<file path="src/rtl/rename_if.sv">
// rename_if: decode -> rename -> dispatch bundle for one four-wide group.
//   master : decode/dispatch side; drives architectural indices and valid
//            masks, receives renamed physical indices.
//   slave  : rename unit; consumes the group, returns prs1/prs2/prd/preprd.
interface rename_if #(
    parameter int ARF_WIDTH  = 5,
    parameter int PRF_WIDTH  = 6,
    parameter int DECODE_NUM = 4
);
    logic [ARF_WIDTH-1:0]  instr0_rs1, instr0_rs2, instr0_rd;
    logic [ARF_WIDTH-1:0]  instr1_rs1, instr1_rs2, instr1_rd;
    logic [ARF_WIDTH-1:0]  instr2_rs1, instr2_rs2, instr2_rd;
    logic [ARF_WIDTH-1:0]  instr3_rs1, instr3_rs2, instr3_rd;
    logic [DECODE_NUM-1:0] instr_prs1_v, instr_prs2_v, instr_prd_v;

    logic [PRF_WIDTH-1:0]  instr0_prs1, instr0_prs2, instr0_prd, instr0_preprd;
    logic [PRF_WIDTH-1:0]  instr1_prs1, instr1_prs2, instr1_prd, instr1_preprd;
    logic [PRF_WIDTH-1:0]  instr2_prs1, instr2_prs2, instr2_prd, instr2_preprd;
    logic [PRF_WIDTH-1:0]  instr3_prs1, instr3_prs2, instr3_prd, instr3_preprd;

    modport master (
        output instr0_rs1, instr0_rs2, instr0_rd, instr1_rs1, instr1_rs2, instr1_rd,
               instr2_rs1, instr2_rs2, instr2_rd, instr3_rs1, instr3_rs2, instr3_rd,
               instr_prs1_v, instr_prs2_v, instr_prd_v,
        input  instr0_prs1, instr0_prs2, instr0_prd, instr0_preprd,
               instr1_prs1, instr1_prs2, instr1_prd, instr1_preprd,
               instr2_prs1, instr2_prs2, instr2_prd, instr2_preprd,
               instr3_prs1, instr3_prs2, instr3_prd, instr3_preprd
    );

    modport slave (
        input  instr0_rs1, instr0_rs2, instr0_rd, instr1_rs1, instr1_rs2, instr1_rd,
               instr2_rs1, instr2_rs2, instr2_rd, instr3_rs1, instr3_rs2, instr3_rd,
               instr_prs1_v, instr_prs2_v, instr_prd_v,
        output instr0_prs1, instr0_prs2, instr0_prd, instr0_preprd,
               instr1_prs1, instr1_prs2, instr1_prd, instr1_preprd,
               instr2_prs1, instr2_prs2, instr2_prd, instr2_preprd,
               instr3_prs1, instr3_prs2, instr3_prd, instr3_preprd
    );
endinterface

</file>
<file path="src/rtl/rename_unit.sv">
// rename_unit: four-wide register rename stage between decode and dispatch.
// Renames one group per rising edge through a RAT and a circular free list,
// with intra-group bypass for RAW/WAW/WAR. All outputs are registered
// (1-cycle latency).
//   clk   : rising-edge clock
//   rst   : asynchronous active-low reset (identity RAT, fl_head = 0, outputs 0)
//   rif   : rename_if.slave carrying the group inputs and renamed outputs
module rename_unit #(
    parameter int ARF_WIDTH  = 5,
    parameter int PRF_WIDTH  = 6,
    parameter int DECODE_NUM = 4
) (
    input logic     clk,
    input logic     rst,
    rename_if.slave rif
);
    localparam int NUM_ARCH = 1 << ARF_WIDTH;
    localparam int N        = DECODE_NUM;

    typedef logic [ARF_WIDTH-1:0] areg_t;
    typedef logic [PRF_WIDTH-1:0] preg_t;

    areg_t rs1 [N];
    areg_t rs2 [N];
    areg_t rd  [N];

    assign rs1[0] = rif.instr0_rs1;  assign rs2[0] = rif.instr0_rs2;  assign rd[0] = rif.instr0_rd;
    assign rs1[1] = rif.instr1_rs1;  assign rs2[1] = rif.instr1_rs2;  assign rd[1] = rif.instr1_rd;
    assign rs1[2] = rif.instr2_rs1;  assign rs2[2] = rif.instr2_rs2;  assign rd[2] = rif.instr2_rd;
    assign rs1[3] = rif.instr3_rs1;  assign rs2[3] = rif.instr3_rs2;  assign rd[3] = rif.instr3_rd;

    preg_t  rat_q [NUM_ARCH];
    preg_t  rat_d [NUM_ARCH];
    areg_t  fl_head_q, fl_head_d;
    preg_t  prs1_q [N], prs1_d [N];
    preg_t  prs2_q [N], prs2_d [N];
    preg_t  prd_q  [N], prd_d  [N];
    preg_t  preprd_q [N], preprd_d [N];
    logic [N-1:0] alloc;
    areg_t  slot;

    always_comb begin
        // NOTE: every combinational output gets a default before any branch,
        // so no path leaves a value unassigned and no latch is inferred.
        rat_d     = rat_q;
        fl_head_d = fl_head_q;
        alloc     = '0;
        slot      = fl_head_q;
        for (int k = 0; k < N; k++) begin
            prs1_d[k]   = '0;
            prs2_d[k]   = '0;
            prd_d[k]    = '0;
            preprd_d[k] = '0;
        end

        // Allocation. The free list never receives returned registers here,
        // so entry i always holds P(NUM_ARCH + i); only the head pointer is state.
        for (int k = 0; k < N; k++) begin
            alloc[k] = rif.instr_prd_v[k] && (rd[k] != '0);
            if (alloc[k]) begin
                prd_d[k] = preg_t'(NUM_ARCH) + preg_t'(slot);
                slot     = slot + areg_t'(1);
            end
        end
        fl_head_d = slot;

        // Sources and previous mapping: start from the RAT, then let each older
        // allocating writer in the group override; ascending j leaves the youngest.
        for (int k = 0; k < N; k++) begin
            prs1_d[k] = rat_q[rs1[k]];
            prs2_d[k] = rat_q[rs2[k]];
            if (alloc[k]) preprd_d[k] = rat_q[rd[k]];
            for (int j = 0; j < k; j++) begin
                if (alloc[j] && rd[j] == rs1[k]) prs1_d[k] = prd_d[j];
                if (alloc[j] && rd[j] == rs2[k]) prs2_d[k] = prd_d[j];
                if (alloc[j] && alloc[k] && rd[j] == rd[k]) preprd_d[k] = prd_d[j];
            end
            if (!rif.instr_prs1_v[k] || rs1[k] == '0) prs1_d[k] = '0;
            if (!rif.instr_prs2_v[k] || rs2[k] == '0) prs2_d[k] = '0;
        end

        // Later writes overwrite earlier ones, so the youngest writer wins.
        for (int k = 0; k < N; k++) begin
            if (alloc[k]) rat_d[rd[k]] = prd_d[k];
        end
        rat_d[0] = '0;
    end

    // NOTE: sequential state uses non-blocking assignments so every flop
    // samples the pre-edge value regardless of statement order.
    always_ff @(posedge clk or negedge rst) begin
        if (!rst) begin
            // NOTE: the RAT is a flop array, not a RAM, so each entry can and
            // must be reset: the identity mapping is architecturally visible.
            for (int i = 0; i < NUM_ARCH; i++) rat_q[i] <= preg_t'(i);
            fl_head_q <= '0;
            for (int k = 0; k < N; k++) begin
                prs1_q[k]   <= '0;
                prs2_q[k]   <= '0;
                prd_q[k]    <= '0;
                preprd_q[k] <= '0;
            end
        end else begin
            rat_q     <= rat_d;
            fl_head_q <= fl_head_d;
            prs1_q    <= prs1_d;
            prs2_q    <= prs2_d;
            prd_q     <= prd_d;
            preprd_q  <= preprd_d;
        end
    end

    assign rif.instr0_prs1 = prs1_q[0];  assign rif.instr0_prs2 = prs2_q[0];
    assign rif.instr1_prs1 = prs1_q[1];  assign rif.instr1_prs2 = prs2_q[1];
    assign rif.instr2_prs1 = prs1_q[2];  assign rif.instr2_prs2 = prs2_q[2];
    assign rif.instr3_prs1 = prs1_q[3];  assign rif.instr3_prs2 = prs2_q[3];
    assign rif.instr0_prd  = prd_q[0];   assign rif.instr0_preprd = preprd_q[0];
    assign rif.instr1_prd  = prd_q[1];   assign rif.instr1_preprd = preprd_q[1];
    assign rif.instr2_prd  = prd_q[2];   assign rif.instr2_preprd = preprd_q[2];
    assign rif.instr3_prd  = prd_q[3];   assign rif.instr3_preprd = preprd_q[3];
endmodule

</file>
<file path="src/flat_wrapper.sv">
// flat-port wrapper written by rule: the top's interface ports become plain ports
module rename_unit_flat 
#(
    parameter int ARF_WIDTH  = 5,
    parameter int PRF_WIDTH  = 6,
    parameter int DECODE_NUM = 4
)
  (clk, rst, rif_instr0_rs1, rif_instr0_rs2, rif_instr0_rd, rif_instr1_rs1, rif_instr1_rs2, rif_instr1_rd, rif_instr2_rs1, rif_instr2_rs2, rif_instr2_rd, rif_instr3_rs1, rif_instr3_rs2, rif_instr3_rd, rif_instr_prs1_v, rif_instr_prs2_v, rif_instr_prd_v, rif_instr0_prs1, rif_instr0_prs2, rif_instr0_prd, rif_instr0_preprd, rif_instr1_prs1, rif_instr1_prs2, rif_instr1_prd, rif_instr1_preprd, rif_instr2_prs1, rif_instr2_prs2, rif_instr2_prd, rif_instr2_preprd, rif_instr3_prs1, rif_instr3_prs2, rif_instr3_prd, rif_instr3_preprd);
  rename_if #(.ARF_WIDTH(ARF_WIDTH), .PRF_WIDTH(PRF_WIDTH), .DECODE_NUM(DECODE_NUM)) rif_i ();
  input logic clk;
  input logic rst;
  input wire logic [$bits(rif_i.instr0_rs1)-1:0] rif_instr0_rs1;
  input wire logic [$bits(rif_i.instr0_rs2)-1:0] rif_instr0_rs2;
  input wire logic [$bits(rif_i.instr0_rd)-1:0] rif_instr0_rd;
  input wire logic [$bits(rif_i.instr1_rs1)-1:0] rif_instr1_rs1;
  input wire logic [$bits(rif_i.instr1_rs2)-1:0] rif_instr1_rs2;
  input wire logic [$bits(rif_i.instr1_rd)-1:0] rif_instr1_rd;
  input wire logic [$bits(rif_i.instr2_rs1)-1:0] rif_instr2_rs1;
  input wire logic [$bits(rif_i.instr2_rs2)-1:0] rif_instr2_rs2;
  input wire logic [$bits(rif_i.instr2_rd)-1:0] rif_instr2_rd;
  input wire logic [$bits(rif_i.instr3_rs1)-1:0] rif_instr3_rs1;
  input wire logic [$bits(rif_i.instr3_rs2)-1:0] rif_instr3_rs2;
  input wire logic [$bits(rif_i.instr3_rd)-1:0] rif_instr3_rd;
  input wire logic [$bits(rif_i.instr_prs1_v)-1:0] rif_instr_prs1_v;
  input wire logic [$bits(rif_i.instr_prs2_v)-1:0] rif_instr_prs2_v;
  input wire logic [$bits(rif_i.instr_prd_v)-1:0] rif_instr_prd_v;
  output wire logic [$bits(rif_i.instr0_prs1)-1:0] rif_instr0_prs1;
  output wire logic [$bits(rif_i.instr0_prs2)-1:0] rif_instr0_prs2;
  output wire logic [$bits(rif_i.instr0_prd)-1:0] rif_instr0_prd;
  output wire logic [$bits(rif_i.instr0_preprd)-1:0] rif_instr0_preprd;
  output wire logic [$bits(rif_i.instr1_prs1)-1:0] rif_instr1_prs1;
  output wire logic [$bits(rif_i.instr1_prs2)-1:0] rif_instr1_prs2;
  output wire logic [$bits(rif_i.instr1_prd)-1:0] rif_instr1_prd;
  output wire logic [$bits(rif_i.instr1_preprd)-1:0] rif_instr1_preprd;
  output wire logic [$bits(rif_i.instr2_prs1)-1:0] rif_instr2_prs1;
  output wire logic [$bits(rif_i.instr2_prs2)-1:0] rif_instr2_prs2;
  output wire logic [$bits(rif_i.instr2_prd)-1:0] rif_instr2_prd;
  output wire logic [$bits(rif_i.instr2_preprd)-1:0] rif_instr2_preprd;
  output wire logic [$bits(rif_i.instr3_prs1)-1:0] rif_instr3_prs1;
  output wire logic [$bits(rif_i.instr3_prs2)-1:0] rif_instr3_prs2;
  output wire logic [$bits(rif_i.instr3_prd)-1:0] rif_instr3_prd;
  output wire logic [$bits(rif_i.instr3_preprd)-1:0] rif_instr3_preprd;
  assign rif_i.instr0_rs1 = rif_instr0_rs1;
  assign rif_i.instr0_rs2 = rif_instr0_rs2;
  assign rif_i.instr0_rd = rif_instr0_rd;
  assign rif_i.instr1_rs1 = rif_instr1_rs1;
  assign rif_i.instr1_rs2 = rif_instr1_rs2;
  assign rif_i.instr1_rd = rif_instr1_rd;
  assign rif_i.instr2_rs1 = rif_instr2_rs1;
  assign rif_i.instr2_rs2 = rif_instr2_rs2;
  assign rif_i.instr2_rd = rif_instr2_rd;
  assign rif_i.instr3_rs1 = rif_instr3_rs1;
  assign rif_i.instr3_rs2 = rif_instr3_rs2;
  assign rif_i.instr3_rd = rif_instr3_rd;
  assign rif_i.instr_prs1_v = rif_instr_prs1_v;
  assign rif_i.instr_prs2_v = rif_instr_prs2_v;
  assign rif_i.instr_prd_v = rif_instr_prd_v;
  assign rif_instr0_prs1 = rif_i.instr0_prs1;
  assign rif_instr0_prs2 = rif_i.instr0_prs2;
  assign rif_instr0_prd = rif_i.instr0_prd;
  assign rif_instr0_preprd = rif_i.instr0_preprd;
  assign rif_instr1_prs1 = rif_i.instr1_prs1;
  assign rif_instr1_prs2 = rif_i.instr1_prs2;
  assign rif_instr1_prd = rif_i.instr1_prd;
  assign rif_instr1_preprd = rif_i.instr1_preprd;
  assign rif_instr2_prs1 = rif_i.instr2_prs1;
  assign rif_instr2_prs2 = rif_i.instr2_prs2;
  assign rif_instr2_prd = rif_i.instr2_prd;
  assign rif_instr2_preprd = rif_i.instr2_preprd;
  assign rif_instr3_prs1 = rif_i.instr3_prs1;
  assign rif_instr3_prs2 = rif_i.instr3_prs2;
  assign rif_instr3_prd = rif_i.instr3_prd;
  assign rif_instr3_preprd = rif_i.instr3_preprd;
  rename_unit #(.ARF_WIDTH(ARF_WIDTH), .PRF_WIDTH(PRF_WIDTH), .DECODE_NUM(DECODE_NUM)) u_core (.clk(clk), .rst(rst), .rif(rif_i));
endmodule
</file>
<file path="config.mk">
export PLATFORM = sky130hd
export DESIGN_NAME = rename_unit_flat
export DESIGN_NICKNAME = d
export VERILOG_FILES = /design/src/rtl/rename_if.sv /design/src/rtl/rename_unit.sv /design/src/flat_wrapper.sv
export SDC_FILE = /design/constraint.sdc
export NUM_CORES = 2
export LEC_CHECK = 0
export ABC_AREA = 1
export CORE_ASPECT_RATIO = 1.75
export CORE_MARGIN = 2
export CORE_UTILIZATION = 35
export CTS_BUF_LIST = sky130_fd_sc_hd__clkbuf_4 sky130_fd_sc_hd__clkbuf_8 sky130_fd_sc_hd__clkbuf_16
export DETAILED_ROUTE_END_ITERATION = 7
export DONT_BUFFER_PORTS = 1
export PLACE_DENSITY = 0.6
export SLEW_MARGIN = 0
export SYNTH_ARGS = -nofsm -noshare
export SYNTH_HDL_FRONTEND = slang
export SYNTH_SLANG_ARGS = --single-unit
</file>
<file path="constraint.sdc">
create_clock -name clk -period 6.3 [get_ports clk]
set_clock_uncertainty 0.1 [all_clocks]
set_input_delay 0.945 -clock clk [delete_from_list [all_inputs] [get_ports clk]]
set_output_delay 0.945 -clock clk [all_outputs]
set_load 0.02 [all_outputs]
</file>
==> impl_metrics.ini, run 1 <==
[cts]
cts_max_path_buffers = 3
tritoncts.num_buffers = 35
post_cts_setup_buffers = 0
cts.htree.levels = 2
clock-root-buffer = sky130_fd_sc_hd__clkbuf_16
cts.sink_count = 287

[logic_synthesis]
number_of_enable_flip_flop_cells_after_synthesis = 0
yosys.area.top_type_share_pct = 15.1
synth.ff_latch_count = 287
synth_area_leaders = sky130_fd_sc_hd__dfrtp_1 15%, sky130_fd_sc_hd__o21ai_0 15%, sky130_fd_sc_hd__a21oi_1 11%
synth.lib_cells_used.distinct = 51
synth.top_cells.by_count = 1,030 x sky130_fd_sc_hd__o21ai_0, 768 x sky130_fd_sc_hd__a21oi_1, 670 x sky130_fd_sc_hd__nand2_1
synth_most_common_cell = sky130_fd_sc_hd__o21ai_0
synthArstFlopShare_pct = 100
yosys_warnings = 0
synth_area_leader_cell = sky130_fd_sc_hd__dfrtp_1
number_of_cells_produced_by_synthesis = 5600
synthFlopType = sky130_fd_sc_hd__dfrtp_1
synth_nets = 5682
synth_seq_area_share_pct = 21.2
synth_area_mm2 = 0.0343
avgSynthCellArea_um2 = 6.13

[global_route]
largest_net_degree_at_the_start_of_global_routing = 208
grt_first_pass_wirelength_um = 488000
via_count_of_the_first_global_routing_pass = 50500
grt_util_all_layers_pct = 71.0
total_congestion_overflow = 6

[place]
dp_hpwl_um = 235000
place.gp.congestion = 1.21
numPortBuffers = 0

[floorplanning]
fp.dieH_um = 418
core.rowCount = 152
floorplan.die.width_um = 241
io-pin-count = 170
floorplan.initialDensity_pct = 35.2

[status]
lastStage = 5_1_grt
error = [ERROR GRT-0116] Global routing finished with congestion. Check the congestion regions in the DRC Viewer.
run_status = did not finish
-- logic make-up after synthesis --
logic type / count (synthesis) / synth area share (%)
buf+inv: 1031 / 11.8
xor+xnor: 70 / 1.79
fa+ha+maj: 8 / 0.292
simple gates: 1457 / 18.4
compound gates: 2747 / 46.4
flops: 287 / 21.2
-- stage by stage --
step | area (um^2) | worst slack (ns) | util [%] | hold WS (ns) | cells
global placement | 35400 | 1.77 | 36.2 | 0.391 | 6585
floorplan | 34300 | 2.61 | - | 0.340 | 5600
detailed placement | 35400 | 1.74 | 36.2 | 0.396 | 6585
CTS | 36600 | 2.35 | 37.6 | 0.0464 | 6649
-- timing repair --
| action | 4_1_cts |
|---|---|
| resized for setup | 0 |
| endpoints found under the setup margin | 0 |
| hold endpoints to repair | 207 |
| hold buffers | 1 |
-- layer usage --
metal  overflow  track usage (%)
met5          0             16.2
met4          2             67.8
met3          1             53.2
met2          3             86.7
met1          0             74.7
==> run 2, diff against run 1 <==
--- a/config.mk
+++ b/config.mk
@@ -6,13 +6,11 @@
 export NUM_CORES = 2
 export LEC_CHECK = 0
 export ABC_AREA = 1
-export CORE_ASPECT_RATIO = 1.75
 export CORE_MARGIN = 2
-export CORE_UTILIZATION = 35
-export CTS_BUF_LIST = sky130_fd_sc_hd__clkbuf_4 sky130_fd_sc_hd__clkbuf_8 sky130_fd_sc_hd__clkbuf_16
+export CORE_UTILIZATION = 20
 export DETAILED_ROUTE_END_ITERATION = 7
 export DONT_BUFFER_PORTS = 1
-export PLACE_DENSITY = 0.6
+export PLACE_DENSITY_LB_ADDON = 0.15
 export SLEW_MARGIN = 0
 export SYNTH_ARGS = -nofsm -noshare
 export SYNTH_HDL_FRONTEND = slang
==> impl_metrics.ini, run 2 <==
[status]
run_status = finished with violations
violated_checks = design-rule violations, max-capacitance violations

[detailed_routing]
post_drt_wl_per_cell_um = 45.0
drt.antenna.violating_nets = 0
post_drt_via_cell_ratio = 6.64
initialDrtViolationCount = 10200
routed_wl_um = 343000
remaining_drc_errors = 2
first_pass_iters = 8
total_via_count_after_detailed_routing = 50500

[logic_synthesis]
synth_most_common_cell = sky130_fd_sc_hd__o21ai_0
synth.lib_cells_used.distinct = 51
synth_nets = 5682
synthArstFlopShare_pct = 100
yosys_warnings = 0
synth_area_leader_cell = sky130_fd_sc_hd__dfrtp_1
avgSynthCellArea_um2 = 6.13
number_of_enable_flip_flop_cells_after_synthesis = 0
synthFlopType = sky130_fd_sc_hd__dfrtp_1
yosys.area.top_type_share_pct = 15.1
synth.top_cells.by_count = 1,030 x sky130_fd_sc_hd__o21ai_0, 768 x sky130_fd_sc_hd__a21oi_1, 670 x sky130_fd_sc_hd__nand2_1
synth_seq_area_share_pct = 21.2
number_of_cells_produced_by_synthesis = 5600
synth_area_leaders = sky130_fd_sc_hd__dfrtp_1 15%, sky130_fd_sc_hd__o21ai_0 15%, sky130_fd_sc_hd__a21oi_1 11%
synth_area_mm2 = 0.0343
synth.ff_latch_count = 287

[run]
drv_cap = 1

[sta]
hold_viol = 0
fin_worst_setup_slack_ns = 1.85
max_freq_ghz = 0.225
report.final.setup_viol = 0
layout_worst_path_cycle_share_pct = 70.6
fin_crit_ns = 4.45
setup_repair_after_global_routing_missed_its_margin = false
finalSetupTns_ns = 0
tightestPinTransition_ns = 1.49
maxSlewHeadroom_pct = 0.207
slew_viol_final = 0

[critical_path]
path_class = reg -> reg
timing.critical_path.arrival_ns = 4.98
r2r_slack_ns = 1.85
timing.critical_path.fanout_max = 17
worstSetupStartpointType = register
endpoint_kind = register
critPathRequiredTime_ns = 6.83

[final_layout]
flip_flop_count_of_the_largest_register_after_layout = 186
final_common_cell = sky130_fd_sc_hd__o21ai_0
finish.utilization_pct = 22.3
fin_area_mm2 = 0.0381
layout.nets = 5406
regMostFlops = u_core.rat_q
synth_to_layout_area_growth_pct = 11.0
layout.cells.most_common_list = 1,030 x sky130_fd_sc_hd__o21ai_0, 768 x sky130_fd_sc_hd__a21oi_1, 661 x sky130_fd_sc_hd__nand2_1
layout-drive-gt1-share_pct = 8.38

[cts]
cts.htree.levels = 2
clock-root-buffer = sky130_fd_sc_hd__clkbuf_16
clock_tree_from_tritoncts = yes
tritoncts.num_buffers = 43
clk_pin_slew_ns = 0.06
cts.sink_count = 287
clk-insertion-delay-late_ns = 0.69
post_cts_setup_buffers = 0
ctsResizeCount = 0
cts_max_path_buffers = 3

[floorplanning]
floorplan.die.width_um = 418
io-pin-count = 170
floorplan.initialDensity_pct = 20.1
core.rowCount = 152
core_area_mm2 = 0.171
fp.dieH_um = 418
design.die.area_mm2 = 0.175

[min_path]
hold_path.class = in -> async

[global_route]
total_congestion_overflow = 0
via_count_of_the_first_global_routing_pass = 44500
largest_net_degree_at_the_start_of_global_routing = 208
grt_util_all_layers_pct = 37.4
grt_first_pass_wirelength_um = 444000
grt_antenna_before_repair = 33

[power_and_ir_drop]
powerDensity_mw_per_mm2 = 459
power_mw = 17.5
largest_vdd_supply_drop_uv = 261
power_leakage_nw = 14.5

[place]
post_placement_setup_slack_ns = 1.76
place.gp.congestion = 1.09
place_area_mm2 = 0.0366
dp_hpwl_um = 251000
numPortBuffers = 0
run 2: final timing paths:
path	start	cells after the start	to
setup / recovery	u_core.fl_head_q[3]$_DFF_PN0_	11	u_core.rat_q[15]$_DFF_PN1_
hold / removal	rst	0	u_core.rat_q[135]$_DFF_PN1_
setup reg to reg	u_core.fl_head_q[3]$_DFF_PN0_	11	u_core.rat_q[15]$_DFF_PN1_
hold reg to reg	u_core.rat_q[53]$_DFF_PN0_	2	u_core.rat_q[53]$_DFF_PN0_
max in group asynchronous	rst	1	u_core.rat_q[78]$_DFF_PN0_
min in group clk	rif_instr0_rs2[4]	2	u_core.rif.instr0_prs2[5]$_DFF_PN0_
run 2: kinds of logic after synthesis:
logic type,after synthesis,synth area share [%]
adders and majority gates,8,0.292
and+or+nand+nor,1457,18.4
DFF,287,21.2
xor gates and xnor gates,70,1.79
AOI/OAI and AO/OA,2747,46.4
buffers and inverters,1031,11.8
run 2: through the flow:
stage,std cells,hold slack (ns)
final,7608,0.0651
after global routing,7596,0.0548
after CTS,7592,0.0574
after detailed placement,7511,0.395
after global placement,7511,0.397
after floorplan,5600,0.340
run 2: layout make-up:
type,count,area (um^2)
inverter,530,1990
timing repair buffer,180,1430
multi-input combinational,4282,23100
antenna,16,40.0
tap,2233,2790
fill,19500,133000
clock inverter,17,236
clock buffer,63,1220
sequential,287,7280
run 2: where the power goes:
group	leakage, nW	internal (mW)	total [mW]	switching [mW]
clock network	0.716	1.52	2.67	1.15
logic	10.4	2.08	9.91	7.83
registers	3.31	2.62	4.92	2.30
run 2: metal layers:
metal / vias up / wire (um) / GRT usage, % / part of all wire [%]
met3: 994 / 51200 / 16.2 / 15
met4: 18 / 29100 / 25.8 / 8.5
met2: 4516 / 132000 / 50.5 / 38
li1: 19900 / - / - / -
met1: 25100 / 130000 / 47.1 / 38
met5: - / 110 / 0 / 0.032
run 2: repair_timing:
action | 4_1_cts | 5_1_grt
endpoints found under the setup margin | 0 | 0
hold buffers | 1 | 0
hold endpoints to repair | 207 | 0
run 2: critical path: stages (launching register included):
cell and delay, ns:
sky130_fd_sc_hd__dfrtp_1 0.32, sky130_fd_sc_hd__buf_4 0.49, sky130_fd_sc_hd__clkinv_1 0.41, sky130_fd_sc_hd__buf_4 0.45, sky130_fd_sc_hd__nor2_1 1.04, sky130_fd_sc_hd__inv_1 0.75, sky130_fd_sc_hd__o21ai_0 0.32, sky130_fd_sc_hd__o21ai_0 0.14
sky130_fd_sc_hd__nand2_1 0.09, sky130_fd_sc_hd__o21ai_0 0.07, sky130_fd_sc_hd__o21bai_1 0.17, sky130_fd_sc_hd__inv_1 0.06
(Power assumes the default switching activity.)
